$ cat src/rtl/mux_pkg.sv
// Shared constants for the round-robin / fixed-select output multiplexer.
package mux_pkg;

    localparam logic MODE_FIXED = 1'b0;
    localparam logic MODE_RR    = 1'b1;

endpackage

$ cat src/rtl/mux_rr_n_arbiter.sv
// Rotating-priority arbiter: search starts at ptr and wraps modulo N_CH.
module rr_arbiter
    import mux_pkg::*;
#(
    parameter int N_CH = 4,
    localparam int SEL_W = $clog2(N_CH)
) (
    input  logic             clk,
    input  logic             rst,
    input  logic [N_CH-1:0]  req,
    input  logic             advance,
    output logic [N_CH-1:0]  gnt,
    output logic [SEL_W-1:0] gnt_idx,
    output logic [SEL_W-1:0] ptr
);

    logic found;
    int   cand;

    always_comb begin
        gnt     = '0;
        gnt_idx = '0;
        found   = 1'b0;
        cand    = 0;
        for (int k = 0; k < N_CH; k++) begin
            cand = int'(ptr) + k;
            if (cand >= N_CH) cand = cand - N_CH;
            if (!found && req[cand]) begin
                found     = 1'b1;
                gnt[cand] = 1'b1;
                gnt_idx   = SEL_W'(cand);
            end
        end
    end

    // Next search starts just past the channel that was served.
    always_ff @(posedge clk or posedge rst) begin
        if (rst) begin
            ptr <= '0;
        end else if (advance) begin
            if (gnt_idx == SEL_W'(N_CH - 1)) ptr <= '0;
            else ptr <= gnt_idx + 1'b1;
        end
    end

endmodule

$ cat src/rtl/mux_rr_n.sv
// N-channel registered valid/ready multiplexer with fixed-select
// and round-robin modes; one-cycle latency, full throughput.
module mux_rr_n
    import mux_pkg::*;
#(
    parameter int N_CH  = 4,
    parameter int WIDTH = 8,
    localparam int SEL_W = $clog2(N_CH)
) (
    input  logic                  clk,
    input  logic                  rst,
    input  logic                  mode,
    input  logic [SEL_W-1:0]      sel,
    input  logic [N_CH-1:0]       in_valid,
    input  logic [N_CH*WIDTH-1:0] in_data,
    output logic [N_CH-1:0]       in_ready,
    output logic                  out_valid,
    output logic [WIDTH-1:0]      out_data,
    output logic [SEL_W-1:0]      out_ch,
    input  logic                  out_ready
);

    logic [N_CH-1:0]  fix_gnt;
    logic [N_CH-1:0]  rr_gnt;
    logic [N_CH-1:0]  grant;
    logic [SEL_W-1:0] rr_idx;
    logic [SEL_W-1:0] ptr;
    logic [WIDTH-1:0] mux_data;
    logic [SEL_W-1:0] mux_ch;
    logic             load;
    logic             fire;
    logic             advance;

    // Out-of-range select (non power-of-two N_CH) grants nobody.
    always_comb begin
        fix_gnt = '0;
        if (int'(sel) < N_CH) fix_gnt[sel] = in_valid[sel];
    end

    rr_arbiter #(.N_CH(N_CH)) u_arb (
        .clk     (clk),
        .rst     (rst),
        .req     (in_valid),
        .advance (advance),
        .gnt     (rr_gnt),
        .gnt_idx (rr_idx),
        .ptr     (ptr)
    );

    assign grant    = (mode == MODE_RR) ? rr_gnt : fix_gnt;
    assign load     = !out_valid || out_ready;
    assign in_ready = grant & {N_CH{load && !rst}};
    assign fire     = |in_ready;
    assign advance  = fire && (mode == MODE_RR);

    always_comb begin
        mux_data = '0;
        mux_ch   = '0;
        for (int i = 0; i < N_CH; i++) begin
            mux_data = mux_data |
                (in_data[i*WIDTH +: WIDTH] & {WIDTH{grant[i]}});
            mux_ch = mux_ch | (SEL_W'(i) & {SEL_W{grant[i]}});
        end
    end

    always_ff @(posedge clk or posedge rst) begin
        if (rst) begin
            out_valid <= 1'b0;
            out_data  <= '0;
            out_ch    <= '0;
        end else if (load) begin
            if (fire) begin
                out_valid <= 1'b1;
                out_data  <= mux_data;
                out_ch    <= mux_ch;
            end else begin
                out_valid <= 1'b0;
            end
        end
    end

endmodule

$ cat config.mk
export PLATFORM = sky130hd
export DESIGN_NAME = mux_rr_n
export DESIGN_NICKNAME = d
export VERILOG_FILES = /design/src/rtl/mux_pkg.sv /design/src/rtl/mux_rr_n_arbiter.sv /design/src/rtl/mux_rr_n.sv
export SDC_FILE = /design/constraint.sdc
export NUM_CORES = 1
export LEC_CHECK = 0
export CAP_MARGIN = 20
export CORE_MARGIN = 1.5
export CORE_UTILIZATION = 45
export CTS_CLUSTER_DIAMETER = 40
export DETAILED_ROUTE_END_ITERATION = 6
export GPL_TIMING_DRIVEN = 0
export MAX_ROUTING_LAYER = met4
export PLACE_DENSITY = 0.87
export SETUP_SLACK_MARGIN = 0.5
export SYNTH_ARGS = -nofsm -noshare
export SYNTH_HDL_FRONTEND = slang
export SYNTH_SLANG_ARGS = --single-unit
$ cat constraint.sdc
create_clock -name clk -period 4.1 [get_ports clk]
set_input_delay 0.615 -clock clk [delete_from_list [all_inputs] [get_ports clk]]
set_output_delay 0.615 -clock clk [all_outputs]
set_load 0.02 [all_outputs]
==> run metrics <==
Reg clk slew, reported paths=0.08 ns; final hold violation count=0; syn nets=220; worst vdd ir=322 uV; Die Y=61.4 um; DP Worst Slack=-0.0226 ns; drt first pass iters=5; DIE WIDTH=61.4 um; outcome=finished clean; TritonCTS Buffers=3; CTS max path bufs=2; largest fanout on the critical path=10; endpoint class of the critical path=primary output; commonest non-fill, non-tap cell in the layout=clkdlybuf4s50_1; MaxCap Viol Count=0; CTS tree=built; Clock Latency Late Sink=0.29 ns; initial antenna violation count=0; CTS root buffer=clkbuf_4; post-route ant nets=0; DP HPWL=3.53 mm; I/O Buffers=54; initial core utilization=46.3%; Layout area overhead=49.5%; final worst path period need=3.61 ns; nets=287; Static Leak=0.955 nW; top cells by area, synth=dfrtp_1 (21%), a311oi_1 (14%), inv_1 (9.5%), mux2i_1 (7.2%), a2111oi_0 (4.6%); Synth Warn #=0; GRT overflow=0; # IOs=57; Yosys top cell area share=21.2%; diodes inserted=0; Gate Count Post-Synth=174; Seq/Total Area, Yosys=21.2%; via count=1766; share of the core filled with cells=69.3%; first-pass GRT wire length=7.31 mm; Placed Cells=274; Setup TNS Final=0 ns; Hold Path Class=reg -> reg; GPL Wtd Cong=0.869; final setup vio count=0; largest net degree at the start of global routing=14; Die Area=3770 sq um; worst endpoint required time=3.48 ns; WL final=4.94 mm; Clock H-tree levels=1; CP startpoint kind=register; hold buffers post-CTS=0; Filler cells=235; CORE AREA=3310 sq um; Least-Margin Pin Slew=0.832 ns; fin crit share=88.1%; num rows=21; Multi-input gate area=1080 sq um; storage element area=325 sq um; f_max=0.277 GHz; CP arrival=3.00 ns; largest area contributor in the netlist=dfrtp_1; number of synthesized register bits=13; routed vias/inst=6.17; commonest non-fill, non-tap cells in the layout=clkdlybuf4s50_1 (50), inv_1 (39), a311oi_1 (24); Clock Skew=0.00579 ns; post-route setup slack=0.490 ns; clock tree sinks=13; Synth cell types=39; critical path class=reg -> out; vias in the first global route=1581; cell area after synthesis=1530 sq um; Initial DRC Count=143; final std cells w/o fill=286; All-Layer GR Usage=26.8%; Pwr Total=1.35 mW; worst rel slew slack=44.3%; Remaining DRCs=0; Routed wire per std cell=17.3 um; Mean Syn Cell Area=8.82 sq um; fin. max-slew vios=0; RSZ-0062 raised after global routing=yes; PD cells=589 nW/um^2; share of layout cells above drive strength 1=20.0%
-- synth_stat cells --
cell type and number:
a221o_1 2, inv_1 39, a31oi_1 6, mux2_4 1, a31o_2 3, buf_2 3, ha_1 4, nor3b_1 2
mux2_2 2, mux4_2 2, a2111oi_4 1, a211o_1 1, nor2b_1 3, a41oi_1 3, nand2_1 3, o21ai_0 2
o21ai_2 2, a221oi_1 2, o21ai_1 2, nor2_1 12, a21o_1 2, a2111oi_0 8, xor2_1 1, mux2i_1 11
a21boi_1 1, a22oi_1 2, a31o_1 1, dfrtp_1 13, a311oi_1 24, or2_2 1, a22oi_2 2, mux2_1 1
nand3b_1 2, buf_6 3, a41oi_2 3, buf_4 1, or3b_4 1, a41o_1 1, or3b_2 1
-- sequential cells by signal, summed over array words and instances, names as in the netlist, named ones only --
register,count
out_data,8
u_arb.ptr,1
out_valid,1
out_ch,2
-- report_power, final --
group	switching (mW)	internal, mW	total [mW]
logic	0.548	0.482	1.03
registers	0.0458	0.192	0.238
clock network	0.0449	0.0379	0.0827
-- layer usage --
layer | up-vias | global-route usage, % | wire length [um]
met1 | 823 | 32.3 | 1930
met4 | 0 | 8.51 | 67
li1 | 817 | - | -
met3 | 8 | 4.20 | 392
met5 | - | - | 0
met2 | 118 | 45.9 | 2560
-- final cells by class --
class | count | share of cell area (%)
multi-input cells | 115 | 47.0
plain buffers | 7 | 3.00
clock buffers | 4 | 1.15
repair buffers | 62 | 25.8
well taps | 46 | 2.51
inverters | 39 | 6.38
flip-flops and latches | 13 | 14.2
-- critical path, stage by stage (launching register included) --
cell           delay, ns
dfrtp_1             0.42
buf_6               0.16
buf_6               0.15
inv_1               0.11
ha_4                0.33
mux4_2              0.52
nor2b_2             0.21
a22oi_2             0.21
a31o_2              0.23
nor2_1              0.05
dlygate4sd2_1       0.32
-- path summary, 6_finish.rpt --
path                                         start                        to  slack, ns  depth (start not counted)
max reg2reg                               register   out_data[5]$_DFFE_PP0P_       0.83                         11
min reg2reg                out_data[6]$_DFFE_PP0P_   out_data[6]$_DFFE_PP0P_       0.52                          2
max in group asynchronous                      rst  u_arb.ptr[1]$_DFFE_PP0P_       3.06                          2
max                                       register               in_ready[0]       0.49                         10
min in group asynchronous                      rst   out_data[3]$_DFFE_PP0P_       0.69                          2
min                        out_data[6]$_DFFE_PP0P_   out_data[6]$_DFFE_PP0P_       0.52                          2
-- kinds of logic (layout without fill, tap and decap cells) --
family	Yosys count	count (layout)	synth area share, %
AOI/OAI and AO/OA	68	68	39.9
xor gates and xnor gates	1	1	0.571
adders and majority gates	4	4	3.26
buffers and inverters	46	112	13.2
DFF	13	13	21.2
muxes	17	17	13.3
and+or+nand+nor	25	25	8.56
-- stage by stage --
step / area (sq um) / hold slack [ns]
floorplan: 1530 / 0.492
global placement: 2130 / 0.494
detailed placement: 2130 / 0.509
finish: 2290 / 0.523
CTS: 2260 / 0.525
global route: 2290 / 0.545
-- what timing repair did --
action                                  CTS  global route
endpoints found under the hold margin     0             0
endpoints found under the setup margin    9             4
resized for setup                        20             6
buffers inserted                          5             3
pin swaps                                 7             2
No activity file was read; power rests on OpenSTA's default activity.
==> RTL change, RTL diff (same settings) <==
Add an input register stage for `mode`; this delays it by one clock. The other inputs are not delayed to match.
--- a/src/rtl/mux_rr_n.sv
+++ b/src/rtl/mux_rr_n.sv
@@ -19,6 +19,12 @@
     output logic [SEL_W-1:0]      out_ch,
     input  logic                  out_ready
 );
+
+    logic mode_q;
+
+    always_ff @(posedge clk) begin
+        mode_q <= mode;
+    end
 
     logic [N_CH-1:0]  fix_gnt;
     logic [N_CH-1:0]  rr_gnt;
@@ -47,11 +53,11 @@
         .ptr     (ptr)
     );
 
-    assign grant    = (mode == MODE_RR) ? rr_gnt : fix_gnt;
+    assign grant    = (mode_q == MODE_RR) ? rr_gnt : fix_gnt;
     assign load     = !out_valid || out_ready;
     assign in_ready = grant & {N_CH{load && !rst}};
     assign fire     = |in_ready;
-    assign advance  = fire && (mode == MODE_RR);
+    assign advance  = fire && (mode_q == MODE_RR);
 
     always_comb begin
         mux_data = '0;
Function: changed (a bounded check fails within 4 cycles, from zero or initial values and one cycle with rst high).
==> RTL change against the original RTL <==
Routed wire length shrank 22%. Cell area shrank 10%. Sequential cell count is 1 higher. Cell count is 15% lower. Largest cell class unchanged. Worst setup slack better by 0.096 ns. Synthesized area down 14%. First-iteration DRC count down 65%. Sequential power grew 3%. Combinational power down 18%. Via count fell by 18%. Total power down 13%. Register-to-register slack improved by 0.22 ns. Critical path depth shrank 1.
==> RTL change: results (changes against the original RTL) <==
Parameter                              Value

Placement
  Pre-CTS WS ... -0.0507 ns (-0.0280 ns)
  Total half-perimeter wirelength after legalization and detailed placement ... 2930 µm (-17%)
  IO Port Bufs ... 55 (+1.9%)
  Final RePlAce weighted congestion ... 0.889 (+2.3%)

GRT
  Total track usage ... 25.2% (-1.7 points)
  Maximum number of pins on one net before global-route repair ... 15 (+1)
  First-pass GRT wire length ... 6290 µm (-14%)
  Global-route met2 utilization ... 42.9% (-3.0 points)
  Via count of the first global-routing pass ... 1451 (-8.2%)
  Global-route met3 utilization ... 3.85% (-0.35 points)

Detailed routing
  Number of DRC markers after the initial detailed-route iteration ... 50 (-65%)
  Via-per-instance ratio ... 6.00 (-2.8%)
  Number of detailed-routing iterations run before antenna repair ... 4 (-1)
  Routed met3 length ... 233 µm (-41%)
  Detailed-routed wire length on met2 ... 1990 µm (-22%)

Power
  Clk pwr share ... 7.0% (+0.9 points)
  Internal power component ... 0.000643 W (-9.7%)
  Share of power burned in combinational logic ... 72.1% (-4.2 points)
  Total net switching power ... 0.000531 W (-17%)
  Worst VDD drop ... 0.000498 V (+54%)

Status
  Outcome ... finished clean

Critical path
  Endpoint of the most critical setup path ... in_ready[2]
  Reg-to-Reg End ... out_data[4]$_DFFE_PP0P_
  Register-to-register setup slack ... 1.05 ns (+0.22 ns)

Logic synthesis
  Sequential cell area fraction in the yosys report ... 26.1% (+4.9 points)
  Post-synth ARST share ... 92.9% (-7.1 points)
  Post-Synthesis Net Count ... 190 (-14%)
  Most used standard cells in the synthesized netlist ... 16 x nand2_1, 13 x dfrtp_1, 13 x o21ai_1
  Most area-consuming cells after synthesis ... dfrtp_1 25%, a221oi_1 5.3%, a22o_1 5.3%, o21ai_1 4.9%, nand2_1 4.5%
  Number of distinct library cells after synthesis ... 45 (+15%)

Die
  Core Box Area ... 2780 µm² (-16%)
  Std cell rows ... 19 (-9.5%)

Layout
  Fill count ... 200 (-15%)

Timing
  Transition time at the pin with the least slew margin ... 0.511 ns (-0.321 ns)
  Post-Route Skew ... 0.00833 ns (+0.00255 ns)

Hold path
  Terminating pin of the worst hold path ... out_data[0]$_DFFE_PP0P_
[RTL change: final cells by class]
cell class                 count  area share (%)
multi-input combinational    109            43.3
timing repair buffer          63            29.8
sequential                    14            16.9
buffer                        11            4.86
inverter                      10            2.00
tap                           31            1.88
clock buffer                   4            1.28
[RTL change: critical path, cell delays in order]
cell	delay, ns
clkdlybuf4s50_1	0.43
clkbuf_4	0.20
nand3b_1	0.21
a2111oi_4	0.51
o21ai_1	0.13
a41oi_2	0.22
buf_6	0.17
and2_1	0.15
clkdlybuf4s15_2	0.26
[RTL change: cells by family (layout without fill, tap and decap cells)]
| kind of cell | Yosys count | in the layout | synth area share, % |
|---|---|---|---|
| buf+inv | 21 | 88 | 9.09 |
| mux | 7 | 7 | 7.29 |
| flops | 14 | 14 | 26.1 |
| xor+xnor | 1 | 1 | 0.663 |
| compound gates | 57 | 57 | 36.7 |
| simple gates | 40 | 40 | 16.3 |
| fa+ha+maj | 4 | 4 | 3.79 |
